### src/rtl/fifo_spi_tx.sv
// fifo_spi_tx: prefetches one word from the SRAM FIFO into a holding buffer
// and serves it to the MCU over a SPI slave link (mode 0, MSB first). The
// buffer is released only when a complete DATA_W-bit frame has been clocked.
//
// Ports:
//   clk, rst_n          system clock, synchronous active-low reset
//   fifo_empty          FIFO holds no words
//   fifo_busy           FIFO busy; no read request is issued while high
//   fifo_data_out       FIFO read data, valid with fifo_data_r_rdy
//   fifo_data_r_rdy     one-cycle strobe qualifying fifo_data_out
//   fifo_re             one-cycle read request to the FIFO
//   spi_sclk/cs_n/mosi  asynchronous SPI inputs from the MCU (mosi unused)
//   spi_miso            serial data to the MCU
//   data_avail          holding buffer valid (MCU interrupt line)
//   underrun            sticky: a frame started with an empty buffer
//   rd_err              sticky: FIFO read timed out
//   words_sent          count of completed frames, wraps to 0
module fifo_spi_tx #(
   parameter int DATA_W      = 32,
   parameter int SYNC_STAGES = 2,
   parameter int RD_TIMEOUT  = 64
) (
   input  logic              clk,
   input  logic              rst_n,
   input  logic              fifo_empty,
   input  logic              fifo_busy,
   input  logic [DATA_W-1:0] fifo_data_out,
   input  logic              fifo_data_r_rdy,
   output logic              fifo_re,
   input  logic              spi_sclk,
   input  logic              spi_cs_n,
   input  logic              spi_mosi,
   output logic              spi_miso,
   output logic              data_avail,
   output logic              underrun,
   output logic              rd_err,
   output logic [15:0]       words_sent
);

   localparam int BIT_W = $clog2(DATA_W + 1);
   localparam int TMO_W = $clog2(RD_TIMEOUT + 1);
   localparam logic [BIT_W-1:0] LAST_BIT = BIT_W'(DATA_W - 1);
   localparam logic [BIT_W-1:0] FULL_CNT = BIT_W'(DATA_W);
   // The counter starts at 0 in the first wait cycle, so hitting this value
   // means RD_TIMEOUT cycles have elapsed since the read pulse at the
   // moment rd_err becomes visible.
   localparam logic [TMO_W-1:0] TMO_LAST = TMO_W'(RD_TIMEOUT - 2);

   typedef enum logic [1:0] {S_IDLE, S_REQ, S_WAIT, S_FULL} fetch_state_t;

   fetch_state_t state, next_state;

   logic [SYNC_STAGES-1:0] sclk_sync, cs_sync, mosi_sync;
   logic                   sclk_q, cs_q;
   logic                   sclk_s, cs_s;
   logic                   sclk_rise, sclk_fall, cs_fall, cs_rise, in_frame;
   logic                   unused_mosi;

   logic [DATA_W-1:0] buffer;
   logic [DATA_W-1:0] shift_reg;
   logic [BIT_W-1:0]  bit_cnt;
   logic [TMO_W-1:0]  tmo_cnt;
   logic              frame_ok;
   logic              consume;
   logic              tmo_hit;

   // ------------------------------------------------------------------
   // Input synchronisers and edge detection
   // ------------------------------------------------------------------
   // NOTE: every clocked register uses non-blocking assignment so all flops
   // sample the same pre-edge values regardless of statement order.
   always_ff @(posedge clk) begin
      if (!rst_n) begin
         sclk_sync <= '0;
         cs_sync   <= '1;
         mosi_sync <= '0;
         sclk_q    <= 1'b0;
         cs_q      <= 1'b1;
      end else begin
         sclk_sync <= {sclk_sync[SYNC_STAGES-2:0], spi_sclk};
         cs_sync   <= {cs_sync[SYNC_STAGES-2:0], spi_cs_n};
         mosi_sync <= {mosi_sync[SYNC_STAGES-2:0], spi_mosi};
         sclk_q    <= sclk_s;
         cs_q      <= cs_s;
      end
   end

   assign sclk_s      = sclk_sync[SYNC_STAGES-1];
   assign cs_s        = cs_sync[SYNC_STAGES-1];
   assign unused_mosi = mosi_sync[SYNC_STAGES-1];

   assign sclk_rise = sclk_s & ~sclk_q;
   assign sclk_fall = ~sclk_s & sclk_q;
   assign cs_fall   = ~cs_s & cs_q;
   assign cs_rise   = cs_s & ~cs_q;
   // Frame membership uses the delayed cs so an sclk edge arriving together
   // with cs rising still belongs to the frame that is closing.
   assign in_frame  = ~cs_q;

   assign consume = sclk_rise & in_frame & frame_ok & (bit_cnt == LAST_BIT);

   // ------------------------------------------------------------------
   // Fetch FSM
   // ------------------------------------------------------------------
   always_ff @(posedge clk) begin
      if (!rst_n) state <= S_IDLE;
      else        state <= next_state;
   end

   assign tmo_hit = (state == S_WAIT) && !fifo_data_r_rdy && (tmo_cnt == TMO_LAST);

   // NOTE: next_state is defaulted before the case so no path leaves it
   // unassigned, which would otherwise infer a latch.
   always_comb begin
      next_state = state;
      unique case (state)
         // data_avail is always low in S_IDLE, so only FIFO status gates a fetch.
         S_IDLE: if (!fifo_empty && !fifo_busy) next_state = S_REQ;
         S_REQ:  next_state = S_WAIT;
         S_WAIT: begin
            if (fifo_data_r_rdy) next_state = S_FULL;
            else if (tmo_hit)    next_state = S_IDLE;
         end
         S_FULL: if (consume) next_state = S_IDLE;
         default: next_state = S_IDLE;
      endcase
   end

   always_comb begin
      fifo_re    = (state == S_REQ);
      data_avail = (state == S_FULL);
   end

   // NOTE: the holding buffer is reset as well, so a word fetched before a
   // reset can never be served after it.
   always_ff @(posedge clk) begin
      if (!rst_n) begin
         tmo_cnt <= '0;
         buffer  <= '0;
         rd_err  <= 1'b0;
      end else begin
         if (state == S_REQ)       tmo_cnt <= '0;
         else if (state == S_WAIT) tmo_cnt <= tmo_cnt + TMO_W'(1);
         if ((state == S_WAIT) && fifo_data_r_rdy) buffer <= fifo_data_out;
         if (tmo_hit) rd_err <= 1'b1;
      end
   end

   // ------------------------------------------------------------------
   // SPI shift path
   // ------------------------------------------------------------------
   always_ff @(posedge clk) begin
      if (!rst_n) begin
         shift_reg  <= '0;
         bit_cnt    <= '0;
         frame_ok   <= 1'b0;
         underrun   <= 1'b0;
         words_sent <= '0;
      end else begin
         if (cs_fall) begin
            // Loading copies the buffer; the buffer itself is left intact so
            // an aborted frame can resend the same word.
            shift_reg <= data_avail ? buffer : '0;
            frame_ok  <= data_avail;
            bit_cnt   <= '0;
            if (!data_avail) underrun <= 1'b1;
         end else if (cs_rise) begin
            bit_cnt <= '0;
         end else if (in_frame) begin
            if (sclk_rise && (bit_cnt != FULL_CNT)) bit_cnt <= bit_cnt + BIT_W'(1);
            if (sclk_fall) shift_reg <= {shift_reg[DATA_W-2:0], 1'b0};
         end
         if (consume) words_sent <= words_sent + 16'd1;
      end
   end

   // Both current and delayed cs must be low: this hides the stale register
   // contents during the single cycle before the load takes effect.
   assign spi_miso = ~cs_s & ~cs_q & shift_reg[DATA_W-1];

endmodule

### config.mk
export PLATFORM = sky130hd
export DESIGN_NAME = fifo_spi_tx
export DESIGN_NICKNAME = d
export VERILOG_FILES = /design/src/rtl/fifo_spi_tx.sv
export SDC_FILE = /design/constraint.sdc
export NUM_CORES = 1
export LEC_CHECK = 0
export ABC_AREA = 1
export BUFFER_PORTS_ARGS = -buffer_cell sky130_fd_sc_hd__buf_4
export CORE_ASPECT_RATIO = 0.5
export CORE_UTILIZATION = 30
export DETAILED_ROUTE_END_ITERATION = 7
export PLACE_DENSITY = 0.5
export SYNTH_ARGS = -nofsm -noshare
export SYNTH_HDL_FRONTEND = slang
export SYNTH_SLANG_ARGS = --single-unit
### constraint.sdc
create_clock -name clk -period 1.6 [get_ports clk]
set_input_delay 0.08 -clock clk [delete_from_list [all_inputs] [get_ports clk]]
set_output_delay 0.08 -clock clk [all_outputs]
set_load 0.01 [all_outputs]
==> run summary <==
Across all register-to-register paths, the minimum setup slack is approximately 0.17 ns. Using the TritonRoute via totals, the vias-per-cell ratio works out to 4.57. After layout, the worst setup slack is between 0.15 and 0.2 ns. The total number of vias is between 3000 and 4000. The total number of nets in the final design came out at 688. The H-tree generated during clock tree synthesis spans 3 levels. The worst-path cell with the longest stage delay is dfxtp_1. The run finished with clean final reports. The root cell of the clock tree is clkbuf_16. Measured in cells, the most critical reg-to-reg path has a length of 8. After synthesis the netlist holds a flip-flop and latch count of 104. The signal on the critical path passes through ha_1 > nand3_2 > nor2_4 > nand2_4 > nor2_4 > nand2_1 > o21bai_1 > nor2_1.

The worst hold slack after final layout came out at 0.00903 ns. The weighted congestion reported at the end of routability-driven placement came out at between 0.7 and 0.8. The number of design rule violations left after detail routing is 0. The required arrival time at the worst endpoint came out at 1.84 ns.

Entering global routing, the biggest net connects 39 pins. The core region is approximately 14000 sq um. Dividing the synthesized area by the synthesized cell count gives 7.62 sq um. The total nets after synthesis is 625. The sum of routed wire length over all layers came out at 9.84 mm. The number of clock buffers inserted by TritonCTS is 9. The floorplan die width is 174 microns. Setup repair after global routing left no endpoint under its margin. No sink is reached through more buffers than the 2 on the longest clock path.

The total of warnings raised by yosys came out at 0. The first-pass GRT wire length came out at between 15 and 20 mm. The die area came out at 15300 sq um. The sink count of the clock tree came out at 104. The total setup buffers inserted after CTS is 0.

The headroom to the max-slew limit came out at 75.8%. The worst setup path is launched from a flip-flop. The count of buffers added on input and output ports is 59.

The number of design-rule violations left by the first detailed-router iteration is 191. The die is 87.8 microns tall. The highest fanout seen on the critical path came out at 9.

The effective utilization at floorplan is 31.7%. The CTS tree is done. The number of slew-limit violations in the final report is 0. Of the synthesized area, sequential elements account for 47.1%. The fraction of registers with async set/reset came out at 0%. Counting stages on the worst path, the most repeated cell is nor2_4. The layout filler cell count came out at 1488. The predominant post-synthesis flop cell is dfxtp_1. The launch instance of the worst min-delay path is fifo_data_out[18]. The netlist uses 34 different library cells. The worst hold path stage count is 3.

The worst reg2reg path startpoint is bit_cnt[1]. The overall fraction of global-route tracks in use is 13.9%. The number of antenna diodes came out at 0. The number of hold-slack violations in the final timing report is 0. The pre-antenna-repair detailed-routing pass consisted of 4 iterations. The pin slew with the least headroom to its limit is about 0.36 ns.

Setup violations remaining at the end of the flow were counted as 0. The average wire per standard cell is 11.7 microns. The HPWL after detailed placement is 6.69 mm. The category of the critical setup timing path is flip-flop to flip-flop. The min-delay analysis places its worst path in the category input port to flip-flop.

Synthesis produced a netlist whose cell count is 580. The max-capacitance violation count is 0. Across the VDD grid, the largest voltage drop is 0.476 mV. For hold timing, the worst endpoint is buffer[18]. The post-placement worst setup slack came out at -0.0282 ns. The time the worst path needs with I/O delays and setup is 1.43 ns. STA classifies the critical path endpoint as a flip-flop. In the final layout, the share of cells above drive strength 1 is 18.2%. The static leakage came out at 2.13 nW. The initialized floorplan defines 30 standard-cell rows. The number of global-route vias before repair is 3722. The number of enable-type register cells in the synthesized netlist is 0. Clock-pin slew was measured on the worst setup and hold paths at 0.08 ns. The number of placed I/O pins came out at 61. Derived from the worst setup path, the maximum achievable clock frequency is between 600 and 700 MHz. The total power divided by cell area is approximately 1000 nW/um^2. In this run the critical register-to-register path is captured at words_sent[9].

For this run, the slowest stage of the critical path takes about 0.36 ns. The detail route stage leaves a number of antenna-violating nets equal to 0. The worst path arrival time came out at 1.67 ns. After global routing the overflow that remains totals 0. The number of antenna violations at the first check in global routing came out at 0. The area growth from synthesis to layout came out at 24.0%. The synthesized area came out at 4420 sq um. The clock latency of the later-clocked register in the worst-skew pair is 0.35 ns. The post-route clock skew is between 0.009 and 0.01 ns. The worst path uses 89.7% of the clock period.
cell usage after synthesis (3+ instances only):
cell type | count | area share, %
o21ai_0 | 44 | 5.0
xor2_1 | 4 | 0.79
nor2_1 | 46 | 3.9
buf_2 | 8 | 0.91
nand2_1 | 102 | 8.7
buf_4 | 5 | 0.85
nor2_4 | 3 | 0.76
nand4_1 | 3 | 0.42
nor2_2 | 5 | 0.71
a21oi_1 | 79 | 8.9
inv_1 | 41 | 3.5
dfxtp_1 | 104 | 47
nand3_1 | 47 | 5.3
nor3_1 | 4 | 0.45
inv_2 | 9 | 0.76
ha_1 | 5 | 1.4
clkbuf_1 | 17 | 1.4
a22oi_1 | 31 | 5.3
cell families (layout without fill, tap and decap cells):
family / count (synthesis) / in the layout / share of synthesized area, %
flip-flops: 104 / 104 / 47.1
AO/OA/AOI/OAI: 163 / 163 / 20.7
buffers and inverters: 83 / 151 / 7.73
AND/OR/NAND/NOR: 219 / 219 / 21.9
XOR/XNOR: 6 / 6 / 1.19
adder cells (fa/ha/maj): 5 / 5 / 1.42
cells in the final DEF (no fill, tap or decap):
cell	count
a211oi_1	2
a21boi_1	1
a21oi_1	79
a21oi_2	1
a22oi_1	31
and3_1	1
buf_12	1
buf_4	75
clkbuf_16	9
clkbuf_8	1
clkinv_8	1
clkinvlp_4	2
dfxtp_1	104
dlygate4sd3_1	9
ha_1	5
inv_1	41
inv_2	8
inv_4	1
inv_6	2
inv_8	1
nand2_1	102
nand2_2	1
nand2_4	2
nand3_1	47
nand3_2	1
nand4_1	3
nor2_1	46
nor2_2	5
nor2_4	3
nor3_1	4
nor3_2	1
o21ai_0	44
o21ai_1	2
o21ai_2	1
o21bai_1	2
or2_0	1
or2_2	2
xnor2_1	2
xor2_1	4
through the flow:
step / utilization [%] / cell area (sq um) / std cells / TNS, ns / total power [mW]
finish: 39.3 / 5480 / 840 / 0 / 5.53
detailed placement: 36.5 / 5090 / 815 / -0.0282 / 3.42
global route: 39.3 / 5480 / 840 / 0 / 5.83
CTS: 39.3 / 5480 / 840 / 0 / 5.63
floorplan: - / 4420 / 580 / 0 / 3.23
global placement: 36.5 / 5090 / 815 / 0 / 3.42
worst max-delay path: cells and delay by family (launching register included):
kind / cells / cell delay (ns)
adders and majority gates: 1 / 0.19
AOI/OAI and AO/OA: 1 / 0.12
DFF: 1 / 0.36
and+or+nand+nor: 6 / 0.67
power breakdown:
group	total (mW)	internal (mW)	switching (mW)
logic	0.590	0.249	0.342
registers	2.78	2.71	0.0721
clock network	2.16	1.13	1.03
total	5.53	4.09	1.44
how the worst max path moves through the flow:
stage	startpoint	endpoint	slack, ns	depth (start not counted)
floorplan	words_sent[0]	words_sent[10]	0.17	8
global placement	cs_q	bit_cnt[1]	0.06	5
detailed placement	cs_q	bit_cnt[1]	-0.03	5
CTS	bit_cnt[1]	words_sent[9]	0.13	8
global route	state[1]	rd_err	0.03	7
finish	bit_cnt[1]	words_sent[9]	0.17	8
layer usage:
layer  GRT usage [%]  part of all wire (%)  up-vias
li1                -                     -     2063
met1            17.5                    52     1729
met2            23.6                    44       42
met3            3.73                   3.1        6
met4            4.31                   1.0        0
met5               0                     0        -
what timing repair did:
item | 4_1_cts | 5_1_grt
setup endpoints to repair | 1 | 0
hold buffers | 9 | 0
endpoints found under the hold margin | 9 | 0
resized for setup | 1 | 0
layout make-up:
cell class | count | area, sq um | share of cell area (%)
flip-flops and latches | 104 | 2080 | 38.0
multi-input cells | 393 | 2000 | 36.4
repair buffers | 85 | 673 | 12.3
well taps | 192 | 240 | 4.38
clock buffers | 10 | 239 | 4.36
inverters | 50 | 190 | 3.47
clock inverters | 6 | 60.1 | 1.10
Note: power is estimated with default switching activity, not from simulation.
